--- config.mk ---
export PLATFORM = sky130hd
export DESIGN_NAME = ex_branch_resolve
export DESIGN_NICKNAME = d
export VERILOG_FILES = /design/src/rtl/ex_branch_resolve.sv
export SDC_FILE = /design/constraint.sdc
export NUM_CORES = 1
export LEC_CHECK = 0
export ABC_AREA = 1
export BUFFER_PORTS_ARGS = -buffer_cell sky130_fd_sc_hd__clkbuf_2
export CAP_MARGIN = 10
export CORE_MARGIN = 3
export CORE_UTILIZATION = 40
export CTS_CLUSTER_SIZE = 16
export DETAILED_ROUTE_END_ITERATION = 12
export GPL_TIMING_DRIVEN = 0
export SYNTH_ARGS = -nofsm -noshare
export SYNTH_HDL_FRONTEND = slang
export SYNTH_SLANG_ARGS = --single-unit
--- constraint.sdc ---
create_clock -name Clock -period 6 [get_ports Clock]
set_input_delay 0.6 -clock Clock [delete_from_list [all_inputs] [get_ports Clock]]
set_output_delay 0.6 -clock Clock [all_outputs]
set_load 0.02 [all_outputs]
--- src/rtl/ex_branch_resolve.sv ---
// rtl/ex_branch_resolve.sv - EX-stage branch/jump resolution with fetch redirect and front-end squash
module ex_branch_resolve #(
    parameter int XLEN          = 32,
    parameter int SQUASH_CYCLES = 2
) (
    input  logic            Clock,
    input  logic            Reset,
    input  logic            ClockEnable,
    input  logic            Tick,
    input  logic            valid_ex,
    input  logic            is_branch,
    input  logic            is_jal,
    input  logic            is_jalr,
    input  logic [2:0]      funct3,
    input  logic [XLEN-1:0] pc_ex,
    input  logic [XLEN-1:0] rs1_val,
    input  logic [XLEN-1:0] rs2_val,
    input  logic [XLEN-1:0] bj_imm,
    output logic            redirect,
    output logic [XLEN-1:0] redirect_pc,
    output logic [XLEN-1:0] link_val,
    output logic            flush_if_id,
    output logic            flush_id_ex,
    output logic            misalign_exc,
    output logic [15:0]     taken_count
);

    typedef enum logic {IDLE, SQUASH} state_t;

    localparam logic [1:0] SQ_INIT = 2'(SQUASH_CYCLES - 1);

    state_t          state;
    logic [1:0]      sq_cnt;
    logic            flush_q;
    logic            advance;
    logic            cond_true;
    logic            taken;
    logic [XLEN-1:0] jalr_sum;
    logic [XLEN-1:0] target;

    assign advance = ClockEnable & Tick;

    always_comb begin
        cond_true = 1'b0;
        case (funct3)
            3'b000:  cond_true = (rs1_val == rs2_val);
            3'b001:  cond_true = (rs1_val != rs2_val);
            3'b100:  cond_true = ($signed(rs1_val) <  $signed(rs2_val));
            3'b101:  cond_true = ($signed(rs1_val) >= $signed(rs2_val));
            3'b110:  cond_true = (rs1_val <  rs2_val);
            3'b111:  cond_true = (rs1_val >= rs2_val);
            default: cond_true = 1'b0;
        endcase
    end

    // JALR takes precedence over JAL, which takes precedence over a conditional branch
    assign jalr_sum = rs1_val + bj_imm;
    assign target   = is_jalr ? {jalr_sum[XLEN-1:1], 1'b0} : (pc_ex + bj_imm);
    assign taken    = valid_ex & (is_jalr | is_jal | (is_branch & cond_true));

    always_ff @(posedge Clock) begin
        if (Reset) begin
            state        <= IDLE;
            sq_cnt       <= 2'd0;
            redirect     <= 1'b0;
            redirect_pc  <= '0;
            link_val     <= '0;
            flush_q      <= 1'b0;
            misalign_exc <= 1'b0;
            taken_count  <= 16'd0;
        end else if (advance) begin
            link_val <= pc_ex + XLEN'(4);
            case (state)
                IDLE: begin
                    if (taken && target[1:0] == 2'b00) begin
                        redirect     <= 1'b1;
                        redirect_pc  <= target;
                        flush_q      <= 1'b1;
                        misalign_exc <= 1'b0;
                        sq_cnt       <= SQ_INIT;
                        if (taken_count != 16'hFFFF)
                            taken_count <= taken_count + 16'd1;
                        state <= (SQUASH_CYCLES == 1) ? IDLE : SQUASH;
                    end else begin
                        redirect     <= 1'b0;
                        flush_q      <= 1'b0;
                        misalign_exc <= taken;
                    end
                end
                SQUASH: begin
                    // EX holds a wrong-path instruction here, so valid_ex is not consulted
                    redirect     <= 1'b0;
                    misalign_exc <= 1'b0;
                    if (sq_cnt == 2'd0) begin
                        flush_q <= 1'b0;
                        state   <= IDLE;
                    end else begin
                        sq_cnt <= sq_cnt - 2'd1;
                    end
                end
                default: state <= IDLE;
            endcase
        end
    end

    assign flush_if_id = flush_q;
    assign flush_id_ex = flush_q;

endmodule

# Word level (Yosys, flattened, before mapping)
# Index checks and enable logic that the tools add are counted.
[op_classes] n_addsub=5 mul=0 eq_ne=11 n_div=0 n_shift=0 reduce_logical=8 bitwise=6 muxes=13 magnitude_cmp=4
[op_table] op="adder 32 bit" count=2
[op_table] op=">= comparator 32 bit" count=2
[op_table] op="less-than comparator 32 bit" count=2
[op_table] op="adder 32 x 3 -> 32 bit (second input constant)" count=1
[op_table] op="equality test 32 bit" count=1
[op_table] op="two-way mux 32 bit" count=1
[op_table] op="!= test 32 bit" count=1
[op_table] op="adder 16 x 1 -> 16 bit (second input constant)" count=1
[op_table] op="!= test 16 bit (second input constant)" count=1
[op_table] op="equality test 3 bit (second input constant)" count=4
[op_table] op="one-hot mux 1 bit (2 select lines)" count=4
[op_table] op="one-hot mux 1 bit (6 select lines)" count=1
[op_table] op="AND reduction 3 bit" count=2
[op_table] op="logical NOT 2 bit" count=2
[op_table] op="two-way mux 1 bit" count=4
[op_table] op="two-way mux 2 bit" count=2
[op_table] op="!= test 2 bit (second input constant)" count=2
[op_table] op="one-hot mux 2 bit (2 select lines)" count=1
[op_table] op="AND reduction 4 bit" count=1
[op_table] op="AND 1 bit" count=3
[op_table] op="equality test 3 x 1 -> 1 bit (second input constant)" count=1
[op_table] op="logical NOT 3 bit" count=1
[op_table] op="!= test 2 x 1 -> 1 bit (second input constant)" count=1
[op_table] op="OR 1 bit" count=2
[op_table] op="4 further kinds" count=4
[totals] output_inout_bits=84 latch_bits=0 regBits=86 mem_bits_rw=0 elab_cells=55 n_memories=0 rom_bits=0

# Depth between registers and ports, before layout
# Gate-level depths: netlist of the first run.
[logic_depth] ltp_word=8 ltp_mapped=25

# Worst setup path before layout of the first run
# OpenSTA, ideal clock, no wires.
[synth_path] path_kind="input-to-reg" start="input port bj_imm[0]" end="register redirect_pc[14]" t_arrival_ns=2.528 path_buffers=0 stages=17 path_slack_ns=3.403 setup_time_ns=0.069 required_ns=5.931 path_cell_list="nand2_1 -> fa_1 -> inv_1 -> nand2_1 -> nand2_1 -> o21ai_0 -> o21ai_0 -> inv_1 -> o21bai_1 -> inv_1 -> o21bai_1 -> nand3_1 -> nand3b_1 -> nand3_1 -> o21ai_0 -> nand3_1 -> a21oi_2"
[synth_between] elab_chain_len=5 word_cells_on_any_way=6 cone_classes="add/sub (2); mux (1); reduce/logical (3)"
[synth_lines] element="from (decl)" line="18" source="input logic [XLEN-1:0] bj_imm,"
[synth_lines] element="adder 32 bit (on tied branches)" line="58, 57"
[synth_lines] element="two-way mux 32 bit (*)" line="58" source="assign target = is_jalr ? {jalr_sum[XLEN-1:1], 1'b0} : (pc_ex + bj_imm);"
[synth_lines] element="logical NOT 2 bit" line="75" source="if (taken && target[1:0] == 2'b00) begin"
[synth_lines] element="logical AND 1 bit" line="75"
[synth_lines] element="AND reduction 3 bit (no line)"
[synth_lines] element="to (signal assigned)" line="77" source="redirect_pc <= target;"
[synth_lines] element="to (decl)" line="20" source="output logic [XLEN-1:0] redirect_pc,"
# Mark *: on every way between the ends. The rest lies on a longest branch, timed or not.
# A chain may end at the register's enable or synchronous reset.

# Worst setup path after layout of the first run
[layout_path] start="input port rs1_val[31]" end="register redirect_pc[2]"
[layout_between] elab_chain_len=7 word_cells_on_any_way=12 cone_classes="order compare (4); eq/ne (2); mux (1); bitwise (3); reduce/logical (2)"
[layout_lines] element="from (decl)" line="16" source="input logic [XLEN-1:0] rs1_val,"
[layout_lines] element=">= comparator 32 bit, or another cell as far along" line="51" source="3'b111: cond_true = (rs1_val >= rs2_val);"
[layout_lines] element="one-hot mux 1 bit (6 select lines) (*)" line="45" source="case (funct3)"
[layout_lines] element="AND 1 bit (*)" line="59" source="assign taken = valid_ex & (is_jalr | is_jal | (is_branch & cond_true));"
[layout_lines] element="OR 1 bit (*)" line="59"
[layout_lines] element="AND 1 bit (*)" line="59"
[layout_lines] element="logical AND 1 bit (*)" line="75"
[layout_lines] element="AND reduction 3 bit (no line) (*)"
# Marked as above.

==> results of run 1 <==
## layer usage
layer | part of all wire, % | global-route usage [%]
met5 | 0 | 0
met4 | 2.3 | 5.89
met3 | 6.0 | 2.48
met2 | 46 | 40.2
met1 | 46 | 32.9
## sequential cells by signal, summed over array words and instances, names as in the netlist
register      cells
redirect_pc      32
redirect          1
taken_count      16
misalign_exc      1
sq_cnt            2
flush_id_ex       1
state             1
link_val         32
## power by group
part	total, mW	switching, mW	internal (mW)
Sequential	0.605	0.0130	0.592
Clock	0.540	0.219	0.322
Combinational	0.673	0.433	0.240
Total	1.82	0.665	1.15
## cell families after synthesis
logic type / Yosys count / share of synthesized area, %
and+or+nand+nor: 613 / 29.9
AOI/OAI and AO/OA: 310 / 20.1
adders and majority gates: 98 / 14.2
buffers and inverters: 216 / 9.94
DFF: 86 / 19.7
xor gates and xnor gates: 62 / 6.21
## worst max-delay path, cell delays in order
cell and delay [ns]:
clkbuf_2 0.11, ha_1 0.35, nand2_1 0.10, nor2_2 0.12, nand2_1 0.09, nor3b_2 0.21
nand2_1 0.14, o21ai_1 0.14, inv_1 0.05, nand2_1 0.06, nor2_1 0.04, nand3_1 0.22
nand2_2 0.13, a21oi_4 0.35, buf_2 0.27, nand3_1 0.13, a21oi_1 0.15
## per-stage QoR
step                      total power, mW  cell area, µm²  utilization (%)  setup slack (ns)
after CTS                            1.83           10500             49.4              3.01
final                                1.82           10500             49.4              3.01
after detailed placement             1.29           10200             48.0              2.65
after global placement               1.28           10200             48.0              2.70
after global routing                 1.94           10500             49.4              2.73
after floorplan                      1.06            8740                -              3.40
## worst paths after layout
| check | endpoint | startpoint | cells past startpoint | slack [ns] |
|---|---|---|---|---|
| max | redirect_pc[2]$_SDFFE_PP0P_ | rs1_val[31] | 17 | 3.01 |
| min | redirect_pc[0]$_SDFFE_PP0P_ | redirect_pc[0]$_SDFFE_PP0P_ | 2 | 0.45 |
| max reg2reg | taken_count[10]$_SDFFE_PP0P_ | taken_count[0]$_SDFFE_PP0P_ | 10 | 3.65 |
| min reg2reg | redirect_pc[0]$_SDFFE_PP0P_ | redirect_pc[0]$_SDFFE_PP0P_ | 2 | 0.45 |
## area by class of cell
type / count / area (µm²)
buffer: 36 / 193
multi-input combinational: 1083 / 6150
fill: 2264 / 10700
clock inverter: 4 / 47.5
tap: 275 / 344
sequential: 86 / 1720
inverter: 180 / 676
clock buffer: 12 / 236
timing repair buffer: 222 / 1110
## cell usage in the layout, fill, tap and decap left out, types with 4 or more instances in the layout
cell type  instances
a21boi_0           4
a21o_1            13
a21oi_1          130
nand4_1           28
xor2_1            43
ha_1              96
nor2_1           171
clkbuf_16          9
nand2_2           19
clkbuf_1          23
xnor2_1           19
nand3_1           70
inv_1            179
nand2_1          277
o21ai_0          113
o21bai_1          13
o21a_1             7
clkbuf_2         222
dfxtp_1           86
nor3_1            32
a21oi_2           17
and2_1             4
buf_1              6
==> results.py, run 1 <==
metrics = {
    "floorplanning": {
        "die_area_um2": 23700,
        "core_area_um2": 21200,
        "die_height_um": 154,
        "die-width_um": 154,
        "initial_utilization_pct": 41.2,
        "io_pins": 223,
        "rows": 53,
    },
    "critical_path": {
        "crit_fanout": 10,
        "worst-endpoint-arrival_ns": 3.26,
        "critical_path_class": "input port to flip-flop",
        "critPathCaptureType": "flip-flop",
        "startpoint_type": "input port",
        "worst-endpoint-required_ns": 6.26,
    },
    "final_layout": {
        "nets": 1855,
        "instances_no_fill": 1898,
        "diodes": 0,
        "syn2layout_area_growth_pct": 19.9,
        "drive_gt1_share_pct": 18.0,
    },
    "place": {
        "place_inst": 1882,
        "gp_congestion": 0.921,
        "port_buffers": 222,
        "dp_hpwl_um": 25100,
    },
    "yosys": {
        "synth_largest_area_cell": "dfxtp_1",
        "yosysUniqueCellTypes": 45,
        "synth-seq-cells": 86,
        "avgSynthCellArea_um2": 6.31,
        "synth_most_common_cell": "nand2_1",
        "synth_top_area_share_pct": 19.7,
        "yosys-top-cells-area": "dfxtp_1 20%, ha_1 14%, nand2_1 12%, inv_1 7.7%, a21oi_1 7.4%",
        "synthTopCellsByCount": "277 x nand2_1, 179 x inv_1, 171 x nor2_1, 130 x a21oi_1, 113 x o21ai_0",
        "ys_seq_area_share_pct": 19.7,
        "ys.flop_type": "dfxtp_1",
        "syn_nets": 1622,
        "netlist_area_um2": 8740,
        "ys_warn_count": 0,
        "syn-instance-count": 1385,
        "synth_edf_count": 0,
        "ys_async_sr_fraction_pct": 0,
    },
    "clock_tree": {
        "holdBufCountCts": 0,
        "path_clk_slew_ns": 0.06,
        "tritoncts": "built",
        "max-clock-path-buffers": 2,
        "root_buffer": "clkbuf_16",
        "clock_sink_count": 86,
        "cts_setup_buffers": 0,
        "ctsResizeCount": 0,
        "clk_latency_ns": 0.33,
        "cts_max_level": 3,
        "cts_buffers": 9,
    },
    "grt": {
        "grt_pass1_wl_um": 46000,
        "grt_pass1_vias": 9037,
        "grt_start_max_net_pins": 14,
        "grtUsageTotal_pct": 23.9,
        "antenna_found_initial": 0,
        "gr-total-overflow": 0,
    },
    "timing": {
        "finalCritPeriodShare_pct": 49.9,
        "hold_viol_final": 0,
        "fin_worst_skew_ns": 0.00733,
        "final_max_slew_viol_count": 0,
        "setup_viol": 0,
        "tightest_slew_ns": 0.773,
        "min_period_ns": 2.99,
        "hold_slack_ns": 0.451,
        "tns_ns": 0,
        "max_freq_mhz": 334,
        "rsz0062_at_grt": "no",
        "maxSlewHeadroom_pct": 48.5,
    },
    "routing": {
        "firstDrtPassIters": 7,
        "wirelength_um": 29200,
        "routed_via_density": 5.07,
        "drc": 0,
        "drtIter0Drc": 537,
        "vias": 9627,
        "drtAntennaViolNets": 0,
        "wl_per_cell_um": 15.4,
    },
    "run": {
        "max-cap-violations": 0,
    },
    "power_and_ir_drop": {
        "ir_drop_v": 0.000111,
        "leakagePower_nw": 5.46,
        "powerDensity_nw_per_um2": 174,
    },
    "outcome": {
        "status": "completed",
    },
    "worst_hold_path": {
        "worstHoldPathType": "flip-flop to flip-flop",
    },
}
No activity file was read; power rests on OpenSTA's default activity.
==> run 2, diff against run 1 <==
--- a/config.mk
+++ b/config.mk
@@ -13,6 +13,7 @@
 export CTS_CLUSTER_SIZE = 16
 export DETAILED_ROUTE_END_ITERATION = 12
 export GPL_TIMING_DRIVEN = 0
+export PLACE_DENSITY = 0.65
 export SYNTH_ARGS = -nofsm -noshare
 export SYNTH_HDL_FRONTEND = slang
 export SYNTH_SLANG_ARGS = --single-unit
==> constraint.sdc (replaced) <==
create_clock -name Clock -period 2.72 [get_ports Clock]
set_input_delay 0.272 -clock Clock [delete_from_list [all_inputs] [get_ports Clock]]
set_output_delay 0.272 -clock Clock [all_outputs]
set_load 0.02 [all_outputs]
==> results.py, run 2 (synthesis gave the netlist of run 1 again) <==
metrics = {
    "final_layout": {
        "diodes": 0,
        "final_area_um2": 10600,
        "nets": 1858,
        "n_fill_cell": 2290,
        "reg_top3": "link_val: 32 flops, redirect_pc: 32 flops, taken_count: 16 flops",
        "drive_gt1_share_pct": 18.6,
        "final_common_cell": "nand2_1",
        "instances_no_fill": 1901,
        "syn2layout_area_growth_pct": 20.9,
        "most-common-layout-cells": "276 x nand2_1, 222 x clkbuf_2, 179 x inv_1",
    },
    "place": {
        "port_buffers": 222,
        "dpl_worst_slack_ns": -0.292,
        "dpl_cell_area_um2": 10200,
        "dp_hpwl_um": 24800,
        "gp_congestion": 0.940,
        "place_inst": 1882,
    },
    "power_and_ir_drop": {
        "powerDensity_nw_per_um2": 387,
        "internal_power_mw": 2.60,
        "power_switching_mw": 1.48,
        "pwr-share-clk_pct": 30.7,
        "power_switching_share_pct": 36.3,
        "p_comb_share_pct": 36.6,
        "ir_drop_v": 0.000246,
        "pwr-share-seq_pct": 32.6,
        "leakagePower_nw": 5.50,
    },
    "timing": {
        "finalCritPeriodShare_pct": 92.5,
        "tns_ns": 0,
        "hold_slack_ns": 0.215,
        "hold_viol_final": 0,
        "rsz0062_at_grt": "no",
        "max_freq_mhz": 397,
        "maxSlewHeadroom_pct": 52.1,
        "tightest_slew_ns": 0.719,
        "min_period_ns": 2.52,
        "fin_worst_skew_ns": 0.00794,
        "worst_slack_ns": 0.204,
        "final_max_slew_viol_count": 0,
        "setup_viol": 0,
    },
    "clock_tree": {
        "clock_sink_count": 86,
        "max-clock-path-buffers": 2,
        "root_buffer": "clkbuf_16",
        "path_clk_slew_ns": 0.06,
        "clk_latency_ns": 0.34,
        "tritoncts": "built",
        "cts_max_level": 3,
        "cts_buffers": 9,
        "holdBufCountCts": 0,
    },
    "critical_path": {
        "critical_path_class": "input port to flip-flop",
        "crit_chain": "clkbuf_2, ha_1, nand2_1, inv_1, nand2_1, nor3_1, nand4_1, nand3_1, a21o_1, a21o_1, nand2_1, nand3_1, nand2_1, o21ai_0, nor2_1, nor2_1",
        "cpMostUsedCell": "nand2_1",
        "worst-endpoint-arrival_ns": 2.79,
        "critPathCaptureType": "flip-flop",
        "cp_top_family": "simple AND/OR/NAND/NOR gates",
        "crit_fanout": 5,
        "rr_worst_depth": 10,
        "startpoint_type": "input port",
        "worst-endpoint-required_ns": 3.00,
        "crit_path_max_incr_delay_ns": 0.39,
        "crit_buf_inv": 2,
        "worst-path-stages": 16,
        "crit_path_top_delay_cell": "ha_1",
    },
    "outcome": {
        "status": "completed",
    },
    "routing": {
        "drtIter0Drc": 566,
        "wl_per_cell_um": 15.2,
        "wirelength_um": 28900,
        "routed_via_density": 5.08,
        "drc": 0,
        "firstDrtPassIters": 5,
        "drtAntennaViolNets": 0,
        "vias": 9651,
    },
    "grt": {
        "antenna_found_initial": 0,
        "grt-busiest-layer": "met2",
        "use_met2_pct": 40.0,
        "met3_usage_pct": 2.45,
        "grt_start_max_net_pins": 14,
        "gr-total-overflow": 0,
        "grtUsageMet1_pct": 32.5,
        "grt_pass1_vias": 9065,
        "grtUsageTotal_pct": 23.6,
        "grt_pass1_wl_um": 45600,
    },
    "worst_hold_path": {
        "worstHoldPathType": "input port to flip-flop",
        "min_path_cells": 3,
    },
    "floorplanning": {
        "die_height_um": 154,
        "die-width_um": 154,
        "io_pins": 223,
        "initial_utilization_pct": 41.2,
        "die_area_um2": 23700,
        "rows": 53,
        "core_area_um2": 21200,
    },
    "run": {
        "max-cap-violations": 0,
    },
}
-- run 2: power by group through the flow --
| stage | logic [mW] | clock network (mW) | registers [mW] |
|---|---|---|---|
| 2_1_floorplan | 0.932 | 0 | 1.41 |
| 3_3_place_gp | 1.46 | 0 | 1.36 |
| 6_report | 1.50 | 1.26 | 1.33 |
| 3_5_place_dp | 1.47 | 0 | 1.36 |
| 4_1_cts | 1.47 | 1.28 | 1.33 |
| 5_1_grt | 1.70 | 1.33 | 1.34 |
-- run 2: per-layer routing --
layer	up-vias	wire length, µm
li1	5088	-
met1	4276	13700
met2	256	13300
met3	31	1440
met4	0	477
met5	-	0
-- run 2: path summary, 6_finish.rpt --
path	slack, ns	end	from
setup / recovery	0.20	redirect_pc[28]$_SDFFE_PP0P_	bj_imm[11]
hold / removal	0.22	link_val[0]$_SDFFE_PP0P_	pc_ex[0]
setup reg to reg	0.41	taken_count[14]$_SDFFE_PP0P_	taken_count[1]$_SDFFE_PP0P_
hold reg to reg	0.45	redirect_pc[1]$_SDFFE_PP0P_	redirect_pc[1]$_SDFFE_PP0P_
-- run 2: repair_timing --
item / 4_1_cts / 5_1_grt
setup endpoints to repair: 0 / 46
gates resized for setup: 0 / 13
setup buffers: 0 / 3
-- run 2: layout make-up --
cell class	count	area (µm²)	area share (%)
inverter	180	676	6.40
clock inverter	3	42.5	0.403
tap	275	344	3.26
buffer	36	198	1.87
clock buffer	13	260	2.46
multi-input combinational	1083	6190	58.6
timing repair buffer	225	1130	10.7
sequential	86	1720	16.3
-- run 2: worst reg2reg max path, stage by stage (launching register included) --
cell	delay, ns
dfxtp_1	0.40
ha_1	0.24
nand3_1	0.09
nor2_1	0.25
nand2_1	0.14
nor2_1	0.11
nand4_1	0.31
nand4_4	0.30
buf_6	0.18
nand2_1	0.06
a21oi_1	0.15
-- run 2: metrics by stage --
step / util (%) / total power, mW
after floorplan: - / 2.34
after global placement: 48.0 / 2.82
after detailed placement: 48.0 / 2.83
after global routing: 49.8 / 4.37
after CTS: 49.5 / 4.09
final: 49.8 / 4.09
==> run 3, diff against run 2 <==
--- a/config.mk
+++ b/config.mk
@@ -14,6 +14,7 @@
 export DETAILED_ROUTE_END_ITERATION = 12
 export GPL_TIMING_DRIVEN = 0
 export PLACE_DENSITY = 0.65
+export RECOVER_POWER = 25
 export SYNTH_ARGS = -nofsm -noshare
 export SYNTH_HDL_FRONTEND = slang
 export SYNTH_SLANG_ARGS = --single-unit
==> results.py, run 3 (synthesis gave the netlist of run 1 again) <==
metrics = {
    "clock_tree": {
        "clk_latency_ns": 0.34,
        "tritoncts": "built",
        "path_clk_slew_ns": 0.06,
        "root_buffer": "clkbuf_16",
        "max-clock-path-buffers": 2,
        "cts_max_level": 3,
        "cts_buffers": 9,
        "clock_sink_count": 86,
        "holdBufCountCts": 0,
    },
    "timing": {
        "fin_worst_skew_ns": 0.00789,
        "tightest_slew_ns": 0.727,
        "final_max_slew_viol_count": 0,
        "rsz0062_at_grt": "no",
        "hold_viol_final": 0,
        "setup_viol": 0,
        "finalCritPeriodShare_pct": 92.5,
        "max_freq_mhz": 398,
        "min_period_ns": 2.52,
        "maxSlewHeadroom_pct": 51.5,
    },
    "floorplanning": {
        "die_area_um2": 23700,
        "die_height_um": 154,
        "core_area_um2": 21200,
        "io_pins": 223,
        "die-width_um": 154,
        "initial_utilization_pct": 41.2,
        "rows": 53,
    },
    "final_layout": {
        "utilization_pct": 49.5,
        "most-common-layout-cells": "276 x nand2_1, 180 x clkbuf_2, 179 x inv_1",
        "drive_gt1_share_pct": 16.0,
        "final_area_um2": 10500,
        "final_common_cell": "nand2_1",
        "nets": 1858,
        "syn2layout_area_growth_pct": 20.3,
        "reg_top3": "link_val: 32 flops, redirect_pc: 32 flops, taken_count: 16 flops",
        "diodes": 0,
    },
    "critical_path": {
        "rr_worst_depth": 10,
        "critical_path_class": "input port to flip-flop",
        "crit_path_top_delay_cell": "ha_1",
        "worst-endpoint-required_ns": 3.00,
        "crit_fanout": 5,
        "crit_chain": "clkbuf_2, ha_1, nand2_1, inv_1, nand2_1, nor3_1, nand4_1, nand3_1, a21o_1, a21o_1, nand2_1, nand3_1, nand2_1, o21ai_0, nor2_1, nor2_1",
        "startpoint_type": "input port",
        "r2r_slack_ns": 0.40,
        "crit_path_max_incr_delay_ns": 0.39,
        "worst-endpoint-arrival_ns": 2.79,
        "critPathCaptureType": "flip-flop",
        "cpMostUsedCell": "nand2_1",
    },
    "grt": {
        "antenna_found_initial": 0,
        "grt_pass1_wl_um": 45600,
        "grt_pass1_vias": 9065,
        "grtUsageTotal_pct": 23.6,
        "grt_start_max_net_pins": 14,
        "gr-total-overflow": 0,
    },
    "power_and_ir_drop": {
        "powerDensity_nw_per_um2": 388,
        "pwr-share-seq_pct": 32.7,
        "p_comb_share_pct": 36.5,
        "leakagePower_nw": 5.36,
        "power_switching_mw": 1.48,
        "internal_power_mw": 2.60,
        "power_switching_share_pct": 36.4,
        "power_mw": 4.08,
        "pwr-share-clk_pct": 30.8,
        "ir_drop_v": 0.000247,
    },
    "place": {
        "gp_congestion": 0.940,
        "port_buffers": 222,
        "dpl_cell_area_um2": 10200,
        "dp_hpwl_um": 24800,
    },
    "routing": {
        "firstDrtPassIters": 6,
        "drtIter0Drc": 503,
        "vias": 9651,
        "wl_per_cell_um": 15.2,
        "drc": 0,
        "wirelength_um": 29000,
        "drtAntennaViolNets": 0,
        "routed_via_density": 5.08,
    },
    "run": {
        "max-cap-violations": 0,
    },
    "outcome": {
        "status": "completed",
    },
    "worst_hold_path": {
        "min_path_cells": 3,
        "worstHoldPathType": "input port to flip-flop",
    },
}
run 3: worst max-delay path: cells and delay by family:
family / cells / cell delay (ns)
AO/OA/AOI/OAI: 3 / 0.72
adder cells (fa/ha/maj): 1 / 0.39
buffers and inverters: 2 / 0.22
AND/OR/NAND/NOR: 10 / 1.19
run 3: path summary, 6_finish.rpt:
kind	start	endpoint
min reg2reg	redirect_pc[1]$_SDFFE_PP0P_	redirect_pc[1]$_SDFFE_PP0P_
max reg2reg	taken_count[0]$_SDFFE_PP0P_	taken_count[14]$_SDFFE_PP0P_
min	pc_ex[0]	link_val[0]$_SDFFE_PP0P_
max	bj_imm[11]	redirect_pc[28]$_SDFFE_PP0P_
run 3: through the flow:
stage / worst slack (ns) / hold slack [ns] / TNS (ns) / cells
floorplan: 0.451 / 0.362 / 0 / 1385
global placement: -0.265 / 0.441 / -5.80 / 1882
detailed placement: -0.292 / 0.450 / -6.58 / 1882
CTS: 0.0588 / 0.201 / 0 / 1898
global route: 0.00147 / 0.226 / 0 / 1901
finish: 0.204 / 0.213 / 0 / 1901
run 3: cell type report:
cell class	count	area, µm²
plain buffers	36	198
clock buffers	13	260
flip-flops and latches	86	1720
inverters	180	676
well taps	275	344
multi-input cells	1083	6190
clock inverters	3	42.5
repair buffers	225	1080
fillers	2317	10700
run 3: power by group through the flow:
stage                     clock network [mW]  registers (mW)  logic [mW]
final                                   1.26            1.33        1.49
after global routing                    1.33            1.34        1.69
after CTS                               1.28            1.33        1.47
after detailed placement                   0            1.36        1.47
after global placement                     0            1.36        1.46
after floorplan                            0            1.41       0.932
run 3: routing by layer:
metal	global-route usage, %	vias to the layer above	wire, µm	share of wire, %
li1	-	5090	-	-
met1	32.5	4278	13600	47
met2	40.0	254	13400	46
met3	2.45	29	1470	5.1
met4	5.55	0	470	1.6
met5	0	-	0	0
run 3: repair_timing:
| item | 4_1_cts | 5_1_grt |
|---|---|---|
| hold endpoints to repair | 0 | 0 |
| endpoints found under the setup margin | 0 | 46 |
| setup buffers | 0 | 3 |
| resized for setup | 0 | 13 |
